--- src/rtl/trigger_detector_pkg.sv ---
// Shared constants and state encoding for the trigger detector.
// Mode encoding matches the acquisition controller so the field can be passed straight through.
package trigger_detector_pkg;

    localparam logic [1:0] MODE_NORM      = 2'd0;
    localparam logic [1:0] MODE_AUTO      = 2'd1;
    localparam logic [1:0] MODE_IMMEDIATE = 2'd2;

    localparam logic SLOPE_RISE = 1'b0;
    localparam logic SLOPE_FALL = 1'b1;

    typedef enum logic [1:0] {
        IDLE  = 2'd0,
        SEEK  = 2'd1,
        ARMED = 2'd2,
        FIRED = 2'd3
    } state_t;

    // Mode 3 is reserved and behaves like normal mode, so only these two need decoding.
    function automatic logic is_immediate(input logic [1:0] mode);
        return mode == MODE_IMMEDIATE;
    endfunction

    function automatic logic is_auto(input logic [1:0] mode);
        return mode == MODE_AUTO;
    endfunction

endpackage

--- src/rtl/trigger_detector_if.sv ---
// Sample stream, configuration and trigger status between the controller and the detector.
// The controller side is the master; the detector is the slave.
interface trigger_detector_if #(
    parameter int DATA_W = 8,
    parameter int TMO_W  = 16
);
    logic [DATA_W-1:0] adc_data;
    logic              sample_en;
    logic              arm;
    logic [1:0]        mode;
    logic              slope;
    logic [DATA_W-1:0] level;
    logic [DATA_W-1:0] hyst;
    logic [TMO_W-1:0]  auto_timeout;
    logic              trigger_req;
    logic              armed;
    logic              forced;

    modport master (
        output adc_data, sample_en, arm, mode, slope, level, hyst, auto_timeout,
        input  trigger_req, armed, forced
    );

    modport slave (
        input  adc_data, sample_en, arm, mode, slope, level, hyst, auto_timeout,
        output trigger_req, armed, forced
    );

endinterface

--- src/rtl/sync_counter.sv ---
// General-purpose up counter with synchronous clear and count enable.
// Clear takes priority over enable; wraps silently at the top of its range.
module sync_counter #(
    parameter int WIDTH = 16
) (
    input  logic             clk,
    input  logic             rst_n,
    input  logic             clr,
    input  logic             en,
    output logic [WIDTH-1:0] count
);

    always_ff @(posedge clk or negedge rst_n) begin
        if (!rst_n) begin
            count <= '0;
        end else if (clr) begin
            count <= '0;
        end else if (en) begin
            count <= count + WIDTH'(1);
        end
    end

endmodule

--- src/rtl/trigger_detector_threshold_cmp.sv ---
// Hysteresis thresholds and slope-dependent pre/fire compares for one sample.
// Purely combinational so a window trigger can later instantiate two of these.
module trigger_detector_threshold_cmp
    import trigger_detector_pkg::*;
#(
    parameter int DATA_W = 8
) (
    input  logic [DATA_W-1:0] sample,
    input  logic [DATA_W-1:0] level,
    input  logic [DATA_W-1:0] hyst,
    input  logic              slope,
    output logic              pre,
    output logic              fire
);

    logic [DATA_W:0]   diff;
    logic [DATA_W:0]   sum;
    logic [DATA_W-1:0] lo;
    logic [DATA_W-1:0] hi;

    // The extra bit carries the borrow/overflow used to clamp the band at the sample range ends.
    always_comb begin
        diff = {1'b0, level} - {1'b0, hyst};
        sum  = {1'b0, level} + {1'b0, hyst};
        lo   = diff[DATA_W] ? '0 : diff[DATA_W-1:0];
        hi   = sum[DATA_W]  ? '1 : sum[DATA_W-1:0];
    end

    always_comb begin
        pre  = 1'b0;
        fire = 1'b0;
        if (slope == SLOPE_FALL) begin
            pre  = sample >= hi;
            fire = sample <= level;
        end else begin
            pre  = sample <= lo;
            fire = sample >= level;
        end
    end

endmodule

--- src/rtl/trigger_detector.sv ---
// Level/auto/immediate trigger detector feeding the acquisition controller.
// Arms while the controller waits for a trigger and holds trigger_req until arm drops.
module trigger_detector
    import trigger_detector_pkg::*;
#(
    parameter int DATA_W = 8,
    parameter int TMO_W  = 16
) (
    input  logic              clk,
    input  logic              rst_n,
    trigger_detector_if.slave bus
);

    state_t           state;
    state_t           state_nxt;
    logic             forced_q;
    logic             forced_nxt;
    logic             pre;
    logic             fire;
    logic             cnt_clr;
    logic             cnt_en;
    logic [TMO_W-1:0] count;
    logic [TMO_W-1:0] tmo_last;
    logic             timeout_hit;
    logic             imm;

    trigger_detector_threshold_cmp #(
        .DATA_W (DATA_W)
    ) u_cmp (
        .sample (bus.adc_data),
        .level  (bus.level),
        .hyst   (bus.hyst),
        .slope  (bus.slope),
        .pre    (pre),
        .fire   (fire)
    );

    sync_counter #(
        .WIDTH (TMO_W)
    ) u_tmo_cnt (
        .clk   (clk),
        .rst_n (rst_n),
        .clr   (cnt_clr),
        .en    (cnt_en),
        .count (count)
    );

    // A zero timeout disables the auto trigger rather than firing on the first sample.
    assign tmo_last    = bus.auto_timeout - TMO_W'(1);
    assign timeout_hit = is_auto(bus.mode) && (bus.auto_timeout != '0) && (count == tmo_last);
    assign imm         = is_immediate(bus.mode);

    always_ff @(posedge clk or negedge rst_n) begin
        if (!rst_n) begin
            state    <= IDLE;
            forced_q <= 1'b0;
        end else begin
            state    <= state_nxt;
            forced_q <= forced_nxt;
        end
    end

    always_comb begin
        state_nxt  = state;
        forced_nxt = forced_q;
        cnt_clr    = 1'b0;
        cnt_en     = 1'b0;
        if (!bus.arm) begin
            state_nxt = IDLE;
            cnt_clr   = 1'b1;
        end else begin
            case (state)
                IDLE: begin
                    state_nxt = SEEK;
                    cnt_clr   = 1'b1;
                end
                // A real edge cannot fire here: the hysteresis pre-condition has not been seen yet.
                SEEK: begin
                    if (bus.sample_en) begin
                        cnt_en = 1'b1;
                        if (imm || timeout_hit) begin
                            state_nxt  = FIRED;
                            forced_nxt = 1'b1;
                        end else if (pre) begin
                            state_nxt = ARMED;
                        end
                    end
                end
                ARMED: begin
                    if (bus.sample_en) begin
                        cnt_en = 1'b1;
                        if (fire) begin
                            state_nxt  = FIRED;
                            forced_nxt = 1'b0;
                        end else if (imm || timeout_hit) begin
                            state_nxt  = FIRED;
                            forced_nxt = 1'b1;
                        end
                    end
                end
                FIRED: begin
                    state_nxt = FIRED;
                end
                default: begin
                    state_nxt = IDLE;
                end
            endcase
        end
    end

    assign bus.trigger_req = (state == FIRED);
    assign bus.armed       = (state == ARMED);
    assign bus.forced      = forced_q;

endmodule

--- src/flat_wrapper.sv ---
// flat-port wrapper written by rule: the top's interface ports become plain ports
module trigger_detector_flat import trigger_detector_pkg::*;
#(
    parameter int DATA_W = 8,
    parameter int TMO_W  = 16
)
  (clk, rst_n, bus_adc_data, bus_sample_en, bus_arm, bus_mode, bus_slope, bus_level, bus_hyst, bus_auto_timeout, bus_trigger_req, bus_armed, bus_forced);
  trigger_detector_if #(.DATA_W(DATA_W), .TMO_W(TMO_W)) bus_i ();
  input  logic clk;
  input  logic rst_n;
  input wire logic [$bits(bus_i.adc_data)-1:0] bus_adc_data;
  input wire logic [$bits(bus_i.sample_en)-1:0] bus_sample_en;
  input wire logic [$bits(bus_i.arm)-1:0] bus_arm;
  input wire logic [$bits(bus_i.mode)-1:0] bus_mode;
  input wire logic [$bits(bus_i.slope)-1:0] bus_slope;
  input wire logic [$bits(bus_i.level)-1:0] bus_level;
  input wire logic [$bits(bus_i.hyst)-1:0] bus_hyst;
  input wire logic [$bits(bus_i.auto_timeout)-1:0] bus_auto_timeout;
  output wire logic [$bits(bus_i.trigger_req)-1:0] bus_trigger_req;
  output wire logic [$bits(bus_i.armed)-1:0] bus_armed;
  output wire logic [$bits(bus_i.forced)-1:0] bus_forced;
  assign bus_i.adc_data = bus_adc_data;
  assign bus_i.sample_en = bus_sample_en;
  assign bus_i.arm = bus_arm;
  assign bus_i.mode = bus_mode;
  assign bus_i.slope = bus_slope;
  assign bus_i.level = bus_level;
  assign bus_i.hyst = bus_hyst;
  assign bus_i.auto_timeout = bus_auto_timeout;
  assign bus_trigger_req = bus_i.trigger_req;
  assign bus_armed = bus_i.armed;
  assign bus_forced = bus_i.forced;
  trigger_detector #(.DATA_W(DATA_W), .TMO_W(TMO_W)) u_core (.clk(clk), .rst_n(rst_n), .bus(bus_i));
endmodule
--- config.mk ---
export PLATFORM = sky130hd
export DESIGN_NAME = trigger_detector_flat
export DESIGN_NICKNAME = d
export VERILOG_FILES = /design/src/rtl/trigger_detector_pkg.sv /design/src/rtl/trigger_detector_if.sv /design/src/rtl/sync_counter.sv /design/src/rtl/trigger_detector_threshold_cmp.sv /design/src/rtl/trigger_detector.sv /design/src/flat_wrapper.sv
export SDC_FILE = /design/constraint.sdc
export NUM_CORES = 1
export LEC_CHECK = 0
export BUFFER_PORTS_ARGS = -buffer_cell sky130_fd_sc_hd__buf_2
export CAP_MARGIN = 0
export CORE_MARGIN = 3
export CORE_UTILIZATION = 40
export CTS_CLUSTER_DIAMETER = 80
export DETAILED_ROUTE_END_ITERATION = 16
export PLACE_DENSITY = 0.7
export SYNTH_ARGS = -nofsm -noshare
export SYNTH_HDL_FRONTEND = slang
export SYNTH_SLANG_ARGS = --single-unit
--- constraint.sdc ---
create_clock -name clk -period 2.85 [get_ports clk]
set_clock_uncertainty 0.05 [all_clocks]
set_input_delay 0.285 -clock clk [delete_from_list [all_inputs] [get_ports clk]]
set_output_delay 0.285 -clock clk [all_outputs]
set_load 0.05 [all_outputs]
# After elaboration in Yosys (flattened, before gate mapping)
# Cells that the tools add are included.
dict set report classes {
  addsub 4
  shift 0
  reduce_logical 10
  muxes 24
  n_eq_ne 12
  multipliers 0
  n_div 0
  bitwise 0
  order_cmp 4
}
# op n
set ops {}
lappend ops {{16-bit two-way mux} 2}
lappend ops {{16-bit by 1-bit adder with 16-bit output (second input constant)} 1}
lappend ops {{16-bit == test} 1}
lappend ops {{8-bit >= comparator} 2}
lappend ops {{8-bit less-or-equal comparator} 2}
lappend ops {{8-bit two-way mux} 2}
lappend ops {{16-bit nonzero test} 1}
lappend ops {{16-bit by 1-bit subtractor with 16-bit output (second input constant)} 1}
lappend ops {{2-bit two-way mux} 7}
lappend ops {{1-bit two-way mux} 11}
lappend ops {{8-bit by 8-bit adder with 9-bit output} 1}
lappend ops {{8-bit by 8-bit subtractor with 9-bit output} 1}
lappend ops {{4-bit by 2-bit inequality test with 1-bit output (second input constant)} 2}
lappend ops {{2-bit one-hot mux with 4 select lines} 1}
lappend ops {{4-bit AND reduction} 2}
lappend ops {{2-bit == test (second input constant)} 3}
lappend ops {{3-bit inequality test (second input constant)} 2}
lappend ops {{2-bit by 1-bit == test with 1-bit output (second input constant)} 2}
lappend ops {{2-bit inequality test (second input constant)} 2}
lappend ops {{2-bit nonzero test} 2}
lappend ops {{1-bit logical AND} 2}
lappend ops {{2-bit zero test} 1}
lappend ops {{1-bit one-hot mux with 2 select lines} 1}
lappend ops {{2-bit OR reduction} 1}
lappend ops {{1-bit logical OR} 1}
dict set report word_totals {
  output_inout_bits 3
  elab_cells 57
  latch_bits 0
  ff_bits 19
  mem_bits_rw 0
  input_bits 47
  mem_count 0
  mem_bits_ro 0
}

# Depth between registers and ports, before layout
# Gate-level depths: netlist of run 1.
dict set report logic_depth {
  ltp_word 9
  mapped_depth 20
  ltp_nobuf 20
}

# Cells and area by module
# From an unflattened synthesis of run 1, not the netlist that was laid out.
dict set report unflattened {
  hier_cells 389
  hier_area_um2 3176.8
}
# mod n_inst area_each_um2 seq_area_each_um2 cells_per_inst
set by_module_without_submodules {}
lappend by_module_without_submodules {trigger_detector_threshold_cmp 1 1325.0 0.0 181}
lappend by_module_without_submodules {trigger_detector 1 979.7 75.1 126}
lappend by_module_without_submodules {sync_counter 1 872.1 400.4 82}

# Worst setup path after synthesis of run 1
# Ideal clock, no wire load.
dict set report synth_timing {
  kind {input port to flip-flop}
  start {input bus_hyst[0]}
  end {register u_core.state[0]}
  required_time_ps 2713
  stages 19
  path_buffers 0
  t_arrival_ps 3422
  setup_ps 87
  slack_ps -709
  cell_sequence {ha_1 -> fa_1 -> nand2b_1 -> a21oi_1 -> o21bai_1 -> a21oi_1 -> nor2_1 -> o21ba_2 -> o21bai_1 -> or2_2 -> ha_1 -> nor2b_1 -> o21ai_0 -> a21oi_1 -> nor3_1 -> o22ai_1 -> o21ba_2 -> or4b_1 -> o211ai_1}
}
dict set report synth_between {
  elab_chain_cells 6
  word_cells_on_any_way 9
  classes_between {add/sub (2); order compare (2); eq/ne (1); mux (3); reduce/logical (1)}
}
# item line_no
set synth_rtl {}
lappend synth_rtl {{from (decl)} flat_wrapper.sv:17} ;# input wire logic [$bits(bus_i.hyst)-1:0] bus_hyst;
lappend synth_rtl {{8-bit by 8-bit subtractor with 9-bit output / 8-bit by 8-bit adder with 9-bit output (equally long branches)} {trigger_detector_threshold_cmp.sv:23, trigger_detector_threshold_cmp.sv:24}}
lappend synth_rtl {{8-bit two-way mux (on tied branches)} {trigger_detector_threshold_cmp.sv:25, trigger_detector_threshold_cmp.sv:26}}
lappend synth_rtl {{8-bit less-or-equal comparator / 8-bit >= comparator (equally long branches)} {trigger_detector_threshold_cmp.sv:36, trigger_detector_threshold_cmp.sv:33}}
lappend synth_rtl {{1-bit two-way mux *} trigger_detector_threshold_cmp.sv:32} ;# if (slope == SLOPE_FALL) begin
lappend synth_rtl {{4-bit by 2-bit inequality test with 1-bit output (no line) *} --}
lappend synth_rtl {{4-bit AND reduction (no line) *} --}
lappend synth_rtl {{to (signal assigned)} trigger_detector.sv:58} ;# state <= state_nxt;
lappend synth_rtl {{to (decl)} trigger_detector.sv:14} ;# state_t state;
# Every way passes the cells marked *; elsewhere a longest branch is shown, timed or not.
# A chain may end at the register's enable or synchronous reset.

# Worst setup path after layout of run 1
dict set report layout_timing {
  start {input bus_hyst[1]}
  end {register u_core.state[0]}
}
# Same word-level chain as after synthesis.

==> results of run 1 <==
## per-layer routing
metal,vias up,part of all wire (%),GRT usage (%)
li1,1510,-,-
met1,1383,43,23.4
met2,70,52,35.1
met3,11,4.4,2.40
met4,0,0.78,1.13
met5,-,0,0
## registers in the layout, indices dropped and copies added (netlist names)
| signal | cells |
|---|---|
| u_core.u_tmo_cnt.count | 16 |
| u_core.state | 2 |
| u_core.bus.forced | 1 |
## per-stage QoR
stage / instance area (µm²) / setup TNS (ps) / hold slack (ps) / std cells
finish: 3980 / -1370 / 298 / 572
global route: 3980 / -1630 / 311 / 572
CTS: 3780 / -1330 / 297 / 563
detailed placement: 3610 / -2100 / 197 / 548
global placement: 3610 / -1820 / 196 / 548
floorplan: 2950 / -1030 / -60.6 / 367
## worst max-delay path, cell delays in order
cell and delay (ps):
buf_2 110, buf_6 120, fa_2 400, nor2b_1 160, o21ai_2 90, a21boi_2 150
o21ai_1 80, nand2b_1 110, a21o_1 130, a21o_1 200, buf_4 140, nand2_1 50
ha_1 350, o211ai_1 130, a21oi_2 210, a2111oi_4 50, o22ai_1 140, o21ba_4 190
or4b_1 460, o211ai_1 110
## final cells by class
| cell class | count | area (µm²) | area share (%) |
|---|---|---|---|
| inverters | 30 | 115 | 2.89 |
| well taps | 96 | 120 | 3.02 |
| clock inverters | 1 | 5.00 | 0.126 |
| clock buffers | 3 | 41.3 | 1.04 |
| repair buffers | 115 | 777 | 19.5 |
| multi-input cells | 308 | 2450 | 61.5 |
| flip-flops and latches | 19 | 475 | 11.9 |
## placed cells by master, fill, tap and decap left out, types with 7 or more instances in the layout
cell type | synthesis | layout
xnor2_1 | 24 | 24
inv_1 | 30 | 29
mux2i_1 | 7 | 7
ha_1 | 47 | 42
a21oi_1 | 20 | 12
a21oi_2 | 0 | 7
nand2b_1 | 10 | 9
nand3b_1 | 7 | 7
nand3_1 | 14 | 14
buf_4 | 0 | 63
nand2_1 | 27 | 27
dfrtp_1 | 19 | 19
nor3_1 | 8 | 8
buf_2 | 1 | 46
nor2_1 | 38 | 38
xor2_1 | 15 | 15
## power by group through the flow
stage / clock network, mW / registers, mW / logic (mW)
final: 0.189 / 0.314 / 0.848
after global routing: 0.207 / 0.316 / 0.932
after CTS: 0.195 / 0.313 / 0.741
after detailed placement: 0 / 0.319 / 0.708
after global placement: 0 / 0.318 / 0.692
after floorplan: 0 / 0.337 / 0.450
## worst max path at each step
| stage | startpoint | endpoint | slack, ps |
|---|---|---|---|
| final | bus_hyst[1] | u_core.state[0]$_DFFE_PN0P_ | -680 |
| after global routing | bus_hyst[1] | u_core.state[0]$_DFFE_PN0P_ | -820 |
| after CTS | bus_level[0] | u_core.state[0]$_DFFE_PN0P_ | -670 |
| after detailed placement | bus_level[0] | u_core.state[1]$_DFFE_PN0P_ | -990 |
| after global placement | bus_hyst[0] | u_core.state[0]$_DFFE_PN0P_ | -900 |
| after floorplan | bus_hyst[0] | u_core.state[0]$_DFFE_PN0P_ | -550 |
## cells by family after synthesis
group	after synthesis	synth area share (%)
compound gates	71	16.4
xor+xnor	39	11.8
fa+ha+maj	49	21.7
buf+inv	40	5.50
flops	19	16.4
mux	8	2.81
simple gates	141	25.4
## timing repair
item	4_1_cts	5_1_grt
setup buffers	10	9
gates resized for setup	13	29
hold endpoints to repair	19	0
hold buffers	1	0
endpoints found under the setup margin	2	2
cloned	0	0
pin swaps	15	22
==> results_dict.tcl, run 1 <==
set metrics [dict create \
    maxCapViolCount 0 \
    yosys-top-cells-count "ha_1 (47), nor2_1 (38), inv_1 (30)" \
    portion_of_total_power_attributed_to_combinational_logic_pct 62.8 \
    worst_r2r_path_depth 9 \
    synth_cells 367 \
    clock_tree.root_cell "clkbuf_8" \
    portBuffers 49 \
    grt_antenna_before_repair 0 \
    achievable_freq_mhz 283 \
    sw_frac_of_total_pct 41.6 \
    detail_route.vias_per_cell 5.20 \
    post-route-min-period_ps 3530 \
    latest_clock_arrival_within_the_worst_skew_pair_ps 250 \
    timing.critical_path.from_type "input port" \
    design.die.area_um2 8280 \
    final.setup.worst_slack_ps -684 \
    final_antenna_net_count 0 \
    setup_viol 2 \
    clkSinkCount 19 \
    slew_violations 0 \
    timing.final.hold_violations 0 \
    die_w_um 91.0 \
    grt-ovfl-total 0 \
    totalPowerFinal_mw 1.35 \
    fillCellCount 621 \
    drt_total_wl_um 8060 \
    maxSlewHeadroom_pct 56.8 \
    number_of_i_o_pins 50 \
    synth_area_per_cell_um2 7.88 \
    dp_worst_setup_slack_ps -992 \
    yosys_register_bits 19 \
    fin_util_pct 57.7 \
    cts_made_buffers 3 \
    finalWeightedCongestion 0.896 \
    worst_hold_path.num_cells 3 \
    diodes 0 \
    p_leak_nw 1.87 \
    yosysMostFrequentCell "ha_1" \
    die_height_um 91.0 \
    grt_first_pass_wirelength_um 13200 \
    timing.reg2reg.setup_slack_ps 500 \
    critical_path_arrival_ps 3650 \
    route.vias.total 2974 \
    synthDistinctLibCells 53 \
    rsz0062_at_grt "yes" \
    holdCritPathClass "input port to flip-flop" \
    power_frac_clock_pct 14.0 \
    post_route_cells_drive_above_1_share_pct 32.1 \
    cts.reportedPaths.clkPinSlew_ps 70 \
    synth.top_cells.by_area "ha_1 (20%), dfrtp_1 (16%), xnor2_1 (7.3%)" \
    cts.path.max_buffers 2 \
    sequential_to_total_area_share_from_yosys_stat_pct 16.4 \
    reg2reg_from "u_core.state[0]$_DFFE_PN0P_" \
    worstSetupEndpointType "flip-flop" \
    start_util_pct 41.9 \
    nets 573 \
    drt-pass1-iter-count 5 \
    detailedPlacementHpwl_um 6310 \
    power_per_cell_area_nw_per_um2 339 \
    final.period_utilization_pct 124 \
    drt_iter0_drcs 79 \
    rows 30 \
    area_share_of_the_largest_cell_type_after_synthesis_pct 20.3 \
    path_max_fanout 5 \
    end_point_of_the_worst_hold_path "u_core.state[1]$_DFFE_PN0P_" \
    core_region_area_um2 6910 \
    violations "negative setup slack" \
    critical_path_class "input port to flip-flop" \
    synthDominantAreaCellType "ha_1" \
    hold_path.startpoint "bus_arm" \
    synth_warnings 0 \
    ys.flop_type "dfrtp_1" \
    irDropWorstVdd_uv 212 \
    intPower_mw 0.789 \
    wire_per_inst_um 14.1 \
    synth_edf_count 0 \
    first_global_vias 3013 \
    cts_htree_levels 1 \
    groute.usage.overall_pct 18.6 \
    seq_power_share_pct 23.3 \
    remaining_drc_errors 0 \
    grt_start_max_net_pins 20 \
    status "finished, violations left" \
    postSynth.asyncResetShare_pct 100 \
    mappedNetlistNets 463 \
    syn_to_final_growth_pct 37.8 \
    cp_data_required_time_ps 2970 \
    reg2reg_to "u_core.u_tmo_cnt.count[15]$_DFFE_PN0P_" \
    worst_slew_pin_slew_ps 648 \
    tritoncts "yes" \
    power_switching_mw 0.562 \
    syn_area_um2 2890 \
]
(Power assumes the default switching activity.)
==> run 2, diff against run 1 <==
--- a/config.mk
+++ b/config.mk
@@ -8,10 +8,10 @@
 export BUFFER_PORTS_ARGS = -buffer_cell sky130_fd_sc_hd__buf_2
 export CAP_MARGIN = 0
 export CORE_MARGIN = 3
-export CORE_UTILIZATION = 40
+export CORE_UTILIZATION = 45
 export CTS_CLUSTER_DIAMETER = 80
 export DETAILED_ROUTE_END_ITERATION = 16
-export PLACE_DENSITY = 0.7
+export PLACE_DENSITY = 0.76
 export SYNTH_ARGS = -nofsm -noshare
 export SYNTH_HDL_FRONTEND = slang
 export SYNTH_SLANG_ARGS = --single-unit
==> run 2 against run 1 <==
Net effect: the run still ends with negative setup slack left; setup slack better by 1.1 ps; wire length up 4.7%; non-clock buffer count shrank 14; final area down 2.2%; critical path depth down 1; die area is 10% lower; via count increased by 3.2%; global-route usage is 1.9 points higher; fmax is essentially flat; first-iteration DRC count grew 96%; register-to-register slack lost 50 ps; clock power is essentially flat; largest power group unchanged; highest routed layer unchanged.
==> results_dict.tcl, run 2 (same netlist as run 1, synthesis figures left out) <==
set metrics [dict create \
    final.setup.worst_slack_ps -683 \
    cts.path.max_buffers 2 \
    max_flop_register "u_core.u_tmo_cnt.count" \
    cp_data_required_time_ps 2980 \
    layout.cells.most_common_list "buf_4 (47), buf_2 (45), ha_1 (39)" \
    cts_made_buffers 3 \
    grt-busiest-layer "met2" \
    start_util_pct 47.7 \
    violations "negative setup slack" \
    finalWeightedCongestion 0.876 \
    final_common_cell "buf_4" \
    status "finished, violations left" \
    nets 559 \
    critical-path-top-cell-by-count "a21oi_1" \
    maxSlewHeadroom_pct 52.5 \
    worstPathBufferInverterCount 2 \
    detail_route.vias_per_cell 5.72 \
    clkSinkCount 19 \
    achievable_freq_mhz 283 \
    worst_slew_pin_slew_ps 713 \
    critical_path_cell_by_cell "buf_8 > ha_4 > fa_2 > nand2b_4 > a21oi_4 > o21bai_1 > a21oi_1 > nor2_1 > o21ba_2 > o21bai_4 > buf_4 > a21oi_1 > ha_1 > a21oi_1 > nor3_1 > o22ai_1 > o21ba_4 > or4b_1 > o211ai_1" \
    design.die.area_um2 7420 \
    worstSetupEndpointType "flip-flop" \
    rsz0062_at_grt "yes" \
    grt-ovfl-total 0 \
    slowest_cp_cell "or4b_1" \
    core_region_area_um2 6060 \
    remaining_drc_errors 0 \
    met1_usage_pct 26.1 \
    dp_worst_setup_slack_ps -939 \
    crit_family "compound AO/OA/AOI/OAI gates" \
    grt_antenna_before_repair 0 \
    grtUsageMet3_pct 1.63 \
    first_global_vias 2873 \
    route.vias.total 3070 \
    diodes 0 \
    drt_iter0_drcs 155 \
    final_antenna_net_count 0 \
    critical_path_class "input port to flip-flop" \
    maxCapViolCount 0 \
    drt_total_wl_um 8440 \
    final.hold.worst_slack_ps 288 \
    critical_path_arrival_ps 3660 \
    path_max_fanout 5 \
    latest_clock_arrival_within_the_worst_skew_pair_ps 260 \
    groute.usage.overall_pct 20.5 \
    holdCritPathClass "input port to flip-flop" \
    portBuffers 49 \
    post-route-min-period_ps 3530 \
    grt_start_max_net_pins 20 \
    slew_violations 0 \
    timing.critical_path.from_type "input port" \
    cts.reportedPaths.clkPinSlew_ps 70 \
    critical_path_max_stage_delay_ps 470 \
    syn_to_final_growth_pct 34.7 \
    flip_flop_count_of_the_largest_register_all_copies_and_words_added 16 \
    wire_per_inst_um 15.7 \
    tritoncts "yes" \
    p_leak_nw 1.82 \
    globalRouteMet2Util_pct 37.3 \
    power_per_cell_area_nw_per_um2 347 \
    die_height_um 86.2 \
    clock_tree.root_cell "clkbuf_8" \
    grt_first_pass_wirelength_um 12600 \
    irDropWorstVdd_uv 316 \
    detailedPlacementHpwl_um 6180 \
    cts_htree_levels 1 \
    fillCellCount 471 \
    rows 28 \
    drt-pass1-iter-count 4 \
    final.period_utilization_pct 124 \
    setup_viol 2 \
    fin_util_pct 64.3 \
    number_of_i_o_pins 50 \
    timing.final.hold_violations 0 \
    post_route_cells_drive_above_1_share_pct 31.4 \
    die_w_um 86.2 \
]
==> run 2: final cells by class <==
class                      instances  area [µm²]  share of cell area [%]
clock buffer                       3        41.3                    1.06
clock inverter                     1        5.00                   0.128
inverter                          30         115                    2.96
multi-input combinational        308        2480                    63.6
sequential                        19         475                    12.2
tap                               75        93.8                    2.41
timing repair buffer             101         686                    17.6
==> run 2: repair_timing <==
| action | CTS | global route |
|---|---|---|
| pin swaps | 15 | 22 |
| setup buffers | 5 | 6 |
| hold buffers | 1 | 0 |
| cloned | 0 | 0 |
| endpoints found under the hold margin | 19 | 0 |
| endpoints found under the setup margin | 2 | 2 |
| gates resized for setup | 13 | 37 |
==> run 2: report_power, final <==
group | switching [mW] | internal (mW)
clock network | 0.0948 | 0.0973
logic | 0.461 | 0.385
registers | 0.0210 | 0.291
==> run 2: worst paths after layout <==
check | start | endpoint | slack [ps] | cells past startpoint
max in group asynchronous | rst_n | u_core.u_tmo_cnt.count[2]$_DFFE_PN0P_ | 1980 | 2
hold reg to reg | u_core.bus.forced$_DFFE_PN0P_ | u_core.bus.forced$_DFFE_PN0P_ | 450 | 1
hold / removal | bus_arm | u_core.state[1]$_DFFE_PN0P_ | 290 | 3
setup reg to reg | u_core.state[0]$_DFFE_PN0P_ | u_core.u_tmo_cnt.count[15]$_DFFE_PN0P_ | 450 | 9
min in group asynchronous | rst_n | u_core.u_tmo_cnt.count[9]$_DFFE_PN0P_ | 450 | 2
setup / recovery | bus_level[0] | u_core.state[0]$_DFFE_PN0P_ | -680 | 19
==> run 2: stage by stage <==
step | cells | setup TNS [ps] | total power, mW | area (µm²)
after floorplan | 367 | -1030 | 0.786 | 2950
after global placement | 521 | -1650 | 0.995 | 3540
after detailed placement | 521 | -1880 | 1.01 | 3540
after CTS | 531 | -1200 | 1.23 | 3670
after global routing | 537 | -1580 | 1.44 | 3890
final | 537 | -1350 | 1.35 | 3890
==> run 2: per-layer routing <==
layer / share of wire [%] / routed length, µm / vias to the layer above
li1: - / - / 1485
met1: 42 / 3550 / 1444
met2: 50 / 4240 / 111
met3: 4.7 / 395 / 30
met4: 3.0 / 256 / 0
met5: 0 / 0 / -
==> run 2: worst register-to-register path, delay by kind of cell (launching register included) <==
family        cells  cell delay, ps
buf+inv           1              80
fa+ha+maj         1             270
simple gates      6            1280
xor+xnor          1             150
flops             1             410
